## src/rtl/saw_interp_xfade_pkg.sv

```systemverilog
// Shared types and defaults for the sawtooth interpolate/crossfade stage.
package saw_interp_xfade_pkg;

  localparam int FRAC_W_DEF = 8;
  localparam int SAMPLE_W   = 16;

  typedef logic signed [SAMPLE_W-1:0] sample_t;

  typedef enum logic [2:0] {
    ST_IDLE,
    ST_WAIT,
    ST_CAPTURE,
    ST_MUL0,
    ST_MUL1,
    ST_MUL2
  } interp_state_t;

endpackage

```

## src/rtl/saw_interp_xfade_lerp_mul.sv

```systemverilog
// Shared combinational lerp datapath: y = a + floor((b - a) * w / 2^FRAC_W).
module saw_interp_xfade_lerp_mul
  import saw_interp_xfade_pkg::*;
#(
  parameter int FRAC_W = FRAC_W_DEF
) (
  input  sample_t           a_i,
  input  sample_t           b_i,
  input  logic [FRAC_W-1:0] w_i,
  output sample_t           y_o
);

  localparam int PROD_W = SAMPLE_W + FRAC_W + 2;

  logic signed [SAMPLE_W:0]   diff;
  logic signed [FRAC_W:0]     w_ext;
  logic signed [PROD_W-1:0]   prod;
  logic signed [PROD_W-1:0]   step;
  logic signed [PROD_W-1:0]   sum;
  logic                       sum_hi_unused;

  // 17-bit signed difference times a zero-extended (always positive) weight.
  assign diff  = {b_i[SAMPLE_W-1], b_i} - {a_i[SAMPLE_W-1], a_i};
  assign w_ext = {1'b0, w_i};
  assign prod  = PROD_W'(diff) * PROD_W'(w_ext);

  // Arithmetic shift floors toward -inf, so a negative step rounds away from a.
  assign step = prod >>> FRAC_W;
  assign sum  = PROD_W'(a_i) + step;

  // The result always lies between a and b, so the upper bits carry no
  // information and the 16-bit truncation is exact.
  assign y_o           = sum[SAMPLE_W-1:0];
  assign sum_hi_unused = ^sum[PROD_W-1:SAMPLE_W];

endmodule

```

## src/rtl/saw_interp_xfade.sv

```systemverilog
// Two-bank wavetable interpolator with octave crossfade, one shared multiplier.
//
// state    | meaning
// ---------+---------------------------------------------------------
// IDLE     | waiting for start; romRdEn follows start
// WAIT     | ROM read in flight, counting down the read latency
// CAPTURE  | ROM data valid; register both banks at A and A+1
// MUL0     | bank 0 lerp by fractional phase -> i0
// MUL1     | bank 1 lerp by fractional phase -> i1
// MUL2     | crossfade i0 -> i1 by xfade -> sampleOut, pulse sampleValid
module saw_interp_xfade
  import saw_interp_xfade_pkg::*;
#(
  parameter int ROM_LAT = 2,
  parameter int FRAC_W  = FRAC_W_DEF
) (
  input  logic                   Clk,
  input  logic                   Reset_n,
  input  logic                   start,
  input  logic [FRAC_W-1:0]      fracPhase,
  input  logic [FRAC_W-1:0]      xfade,
  output logic                   romRdEn,
  input  logic [1:0][15:0]       interpIn,
  input  logic [1:0][15:0]       antiInterpIn,
  output logic                   busy,
  output logic signed [15:0]     sampleOut,
  output logic                   sampleValid
);

  localparam int CNT_W = (ROM_LAT > 2) ? $clog2(ROM_LAT) : 1;

  interp_state_t     state_q;
  logic [CNT_W-1:0]  cnt_q;
  logic [FRAC_W-1:0] frac_q;
  logic [FRAC_W-1:0] xf_q;
  sample_t           a0_q, b0_q, a1_q, b1_q;
  sample_t           i0_q, i1_q;

  sample_t           mul_a, mul_b, mul_y;
  logic [FRAC_W-1:0] mul_w;

  assign romRdEn = start && (state_q == ST_IDLE);
  assign busy    = (state_q != ST_IDLE);

  // Operand select for the single multiplier, steered by the current multiply step.
  always_comb begin
    mul_a = a0_q;
    mul_b = b0_q;
    mul_w = frac_q;
    case (state_q)
      ST_MUL1: begin
        mul_a = a1_q;
        mul_b = b1_q;
      end
      ST_MUL2: begin
        mul_a = i0_q;
        mul_b = i1_q;
        mul_w = xf_q;
      end
      default: ;
    endcase
  end

  saw_interp_xfade_lerp_mul #(.FRAC_W(FRAC_W)) u_lerp (
    .a_i (mul_a),
    .b_i (mul_b),
    .w_i (mul_w),
    .y_o (mul_y)
  );

  // Request sequencer: latency count, capture, three multiply steps, output register.
  always_ff @(posedge Clk or negedge Reset_n) begin
    if (!Reset_n) begin
      state_q     <= ST_IDLE;
      cnt_q       <= '0;
      frac_q      <= '0;
      xf_q        <= '0;
      a0_q        <= '0;
      b0_q        <= '0;
      a1_q        <= '0;
      b1_q        <= '0;
      i0_q        <= '0;
      i1_q        <= '0;
      sampleOut   <= '0;
      sampleValid <= 1'b0;
    end else begin
      sampleValid <= 1'b0;
      case (state_q)
        ST_IDLE: begin
          if (start) begin
            frac_q  <= fracPhase;
            xf_q    <= xfade;
            cnt_q   <= CNT_W'(ROM_LAT - 1);
            state_q <= (ROM_LAT > 1) ? ST_WAIT : ST_CAPTURE;
          end
        end
        ST_WAIT: begin
          // Leaving when the count would reach zero puts CAPTURE exactly
          // ROM_LAT cycles after the start cycle.
          cnt_q <= cnt_q - 1'b1;
          if (cnt_q <= CNT_W'(1)) begin
            state_q <= ST_CAPTURE;
          end
        end
        ST_CAPTURE: begin
          a0_q    <= interpIn[0];
          b0_q    <= antiInterpIn[0];
          a1_q    <= interpIn[1];
          b1_q    <= antiInterpIn[1];
          state_q <= ST_MUL0;
        end
        ST_MUL0: begin
          i0_q    <= mul_y;
          state_q <= ST_MUL1;
        end
        ST_MUL1: begin
          i1_q    <= mul_y;
          state_q <= ST_MUL2;
        end
        ST_MUL2: begin
          sampleOut   <= mul_y;
          sampleValid <= 1'b1;
          state_q     <= ST_IDLE;
        end
        default: state_q <= ST_IDLE;
      endcase
    end
  end

endmodule

```

## config.mk

```make
export PLATFORM = sky130hd
export DESIGN_NAME = saw_interp_xfade
export DESIGN_NICKNAME = d
export VERILOG_FILES = /design/src/rtl/saw_interp_xfade_pkg.sv /design/src/rtl/saw_interp_xfade_lerp_mul.sv /design/src/rtl/saw_interp_xfade.sv
export SDC_FILE = /design/constraint.sdc
export NUM_CORES = 1
export LEC_CHECK = 0
export BUFFER_PORTS_ARGS = -buffer_cell sky130_fd_sc_hd__buf_2
export CAP_MARGIN = 20
export CORE_MARGIN = 2
export CORE_UTILIZATION = 56
export DETAILED_ROUTE_END_ITERATION = 8
export PLACE_DENSITY = 0.83
export RECOVER_POWER = 50
export SYNTH_ARGS = -nofsm -noshare
export SYNTH_HDL_FRONTEND = slang
export SYNTH_HIERARCHICAL = 1
export SYNTH_SLANG_ARGS = --single-unit
```

## constraint.sdc

```tcl
create_clock -name Clk -period 8.89 [get_ports Clk]
set_input_delay 0.4445 -clock Clk [delete_from_list [all_inputs] [get_ports Clk]]
set_output_delay 0.4445 -clock Clk [all_outputs]
set_load 0.05 [all_outputs]
```

==> results.toml <==
[sta]
setup_viol = 18
slew_headroom = -1.721
finClkSkew_ns = 0.009488
finalMaxSlewViolations = 135
period_minus_slack_ns = 9.422
tns_ns = -3.964
fmax_mhz = 106.1
hold_viol_final = 0
worst_pin_slew_ns = 4.081
rsz0062_at_grt = "yes"
fin_crit_sh = 1.060
setup_ws_ns = -0.5321

[worst_setup_path]
cp_data_arrival_time_ns = 9.73
critPathKind = "flop to flop"
worstPathMaxFanout = 4
critPathRequiredTime_ns = 9.20
endpoint_kind = "flop"
worstSetupStartpoint = "state_q[1]"
reg2reg_slack_ns = -0.53
endpoint = "i0_q[15]"
worstReg2RegStart = "state_q[1]"
ff2ff_path_depth = 39
startpoint_type = "flop"
cp_slowest_cell = "fa_1"
reg2reg_to = "i0_q[15]"
max_stage_delay_ns = 0.59
path_common_cell = "fa_1"

[final_layout]
regArea_um2 = 3304
syn_to_final_growth_pct = 20.82
final_common_cell = "mux2_2"
drive_above_1_share = 0.3863
fin_cells = 1590
layout_common_cells = "mux2_2, inv_1, dfrtp_1"
utilization = 0.6903
fillers = 1320
multi_input_area_um2 = 8398
nets = 1564
n_antenna_cell = 0

[yosys]
synth-edff-count = 0
ys_warn_count = 6
synth.net_count = 1406
netlist_area_um2 = 12010
synthFlopType = "dfrtp_1"
synthDistinctLibCells = 63
ys_seq_elements = 132
ys_async_sr_fraction = 1.000
synth_cells = 1144
ys_seq_area_frac = 0.2750
syn_area_per_cell_um2 = 10.50

[global_route]
grt_max_degree = 79
grt_use_total = 0.2577
met2_usage = 0.4707
grt_pass1_vias = 9455
overflow = 0
use_met3 = 0.03909
use_met1 = 0.3137
grt_first_pass_wirelength_um = 46000
antenna_found_initial = 0
busiest_layer = "met2"

[clock_tree]
cts-root-buf = "clkbuf_16"
clockBufferDepth = 2
cts_hold_buf = 0
cts_sinks = 132
cts_tree = "built"
clk_pin_slew_worst_paths_ns = 0.07
cts_htree_levels = 4
clkLatencyLatePin_ns = 0.43
cts-buffers-inserted = 17

[worst_hold_path]
hold_path_class = "primary input to flop"

[run_status]
failed_checks = "max-capacitance violations, max-slew violations, negative setup slack"
status = "complete, but fails checks"

[die]
rows = 53
initial_core_util = 0.5713
io-pin-count = 102
die_w_um = 150.4
core_um2 = 21020
die_area_um2 = 22630
die_height_um = 150.4

[detailed_routing]
wl_per_cell_um = 21.68
drc = 0
drt-total-wl_um = 34470
initialDrtViolationCount = 839
via_count = 9709
first_pass_iters = 7
postRouteAntennaNets = 0
via_per_inst = 6.106

[placement]
dp_hpwl_um = 19870
portBuffers = 101
gp_congestion = 0.8911
dp.cells = 1512

[job]
cap_violations = 2
flip-flops by register name (all words and copies together), names as in the netlist:
name / count
xf_q: 8
b1_q: 16
frac_q: 8
sampleValid: 1
state_q: 3
sampleOut: 16
b0_q: 16
a0_q: 16
i0_q: 16
i1_q: 16
a1_q: 16
per-layer routing:
layer,wire length (um),share of wire
met5,0,0
met2,17490,0.51
met4,2239,0.065
met1,12340,0.36
met3,2401,0.070
stage by stage:
step / setup slack [ns] / area [um2] / hold slack [ns]
after floorplan: 0.05065 / 12010 / 0.1489
after global placement: 0.1167 / 12920 / 0.4813
after detailed placement: -0.3141 / 12920 / 0.4888
after CTS: 0.001856 / 13690 / 0.07032
after global routing: -0.5328 / 14510 / 0.2362
final: -0.5321 / 14510 / 0.2412
Yosys cell counts, types with 7 or more instances:
library cell,n,area (um2)
ha_1,75,938.4
a21oi_1,30,150.1
and2_1,42,262.8
mux2_4,9,135.1
nor3_1,14,70.07
xor2_1,10,87.58
nand2b_1,10,62.56
xnor2_1,30,262.8
nand3_1,22,110.1
clkbuf_1,25,93.84
buf_2,7,35.03
a21o_1,9,67.56
mux2_2,191,2151
nor2_1,28,105.1
dfrtp_1,132,3303
inv_1,170,638.1
buf_4,10,75.07
o21ai_0,17,85.08
nor2b_1,17,106.4
nand2_1,101,379.1
o211ai_1,11,82.58
fa_1,104,2082
critical path: cells and delay by family (launching register included):
family	cells	cell delay (ns)
fa+ha+maj	7	2.94
compound gates	11	2.18
simple gates	7	1.19
xor+xnor	4	1.03
buf+inv	8	0.90
mux	2	0.60
flops	1	0.44
logic make-up (layout without fill, tap and decap cells):
family,count (synthesis),after routing,share of synthesized area
AND/OR/NAND/NOR,273,273,0.1182
multiplexers,200,200,0.1903
XOR/XNOR,41,41,0.03104
buffers and inverters,217,388,0.07449
adder cells (fa/ha/maj),179,179,0.2515
flip-flops,132,132,0.2750
AO/OA/AOI/OAI,102,102,0.05938
worst min-delay path by stage:
stage / startpoint / to / slack, ns / cells after the start
2_1_floorplan: Reset_n / a0_q[0] / 0.15 / 0
3_3_place_gp: i0_q[12] / i0_q[12] / 0.48 / 1
3_5_place_dp: i0_q[6] / i0_q[6] / 0.49 / 1
4_1_cts: Reset_n / frac_q[5] / 0.07 / 1
5_1_grt: fracPhase[7] / frac_q[7] / 0.24 / 2
6_report: xfade[4] / xf_q[4] / 0.24 / 2
area by class of cell:
class	instances	area share
Multi-Input combinational cell	795	0.5787
Sequential cell	132	0.2277
Timing Repair Buffer	186	0.08389
Inverter	170	0.04415
Clock buffer	17	0.02932
Tap cell	275	0.02371
Clock inverter	15	0.01250
repair_timing:
| action | 4_1_cts | 5_1_grt |
|---|---|---|
| gates resized for setup | 16 | 112 |
| setup buffers | 12 | 32 |
| setup endpoints to repair | 9 | 18 |
| cloned | 0 | 2 |
| pin swaps | 7 | 90 |
Power is not shown: default switching activity piles up to over one toggle a cycle in this logic, so the estimate is an artifact.
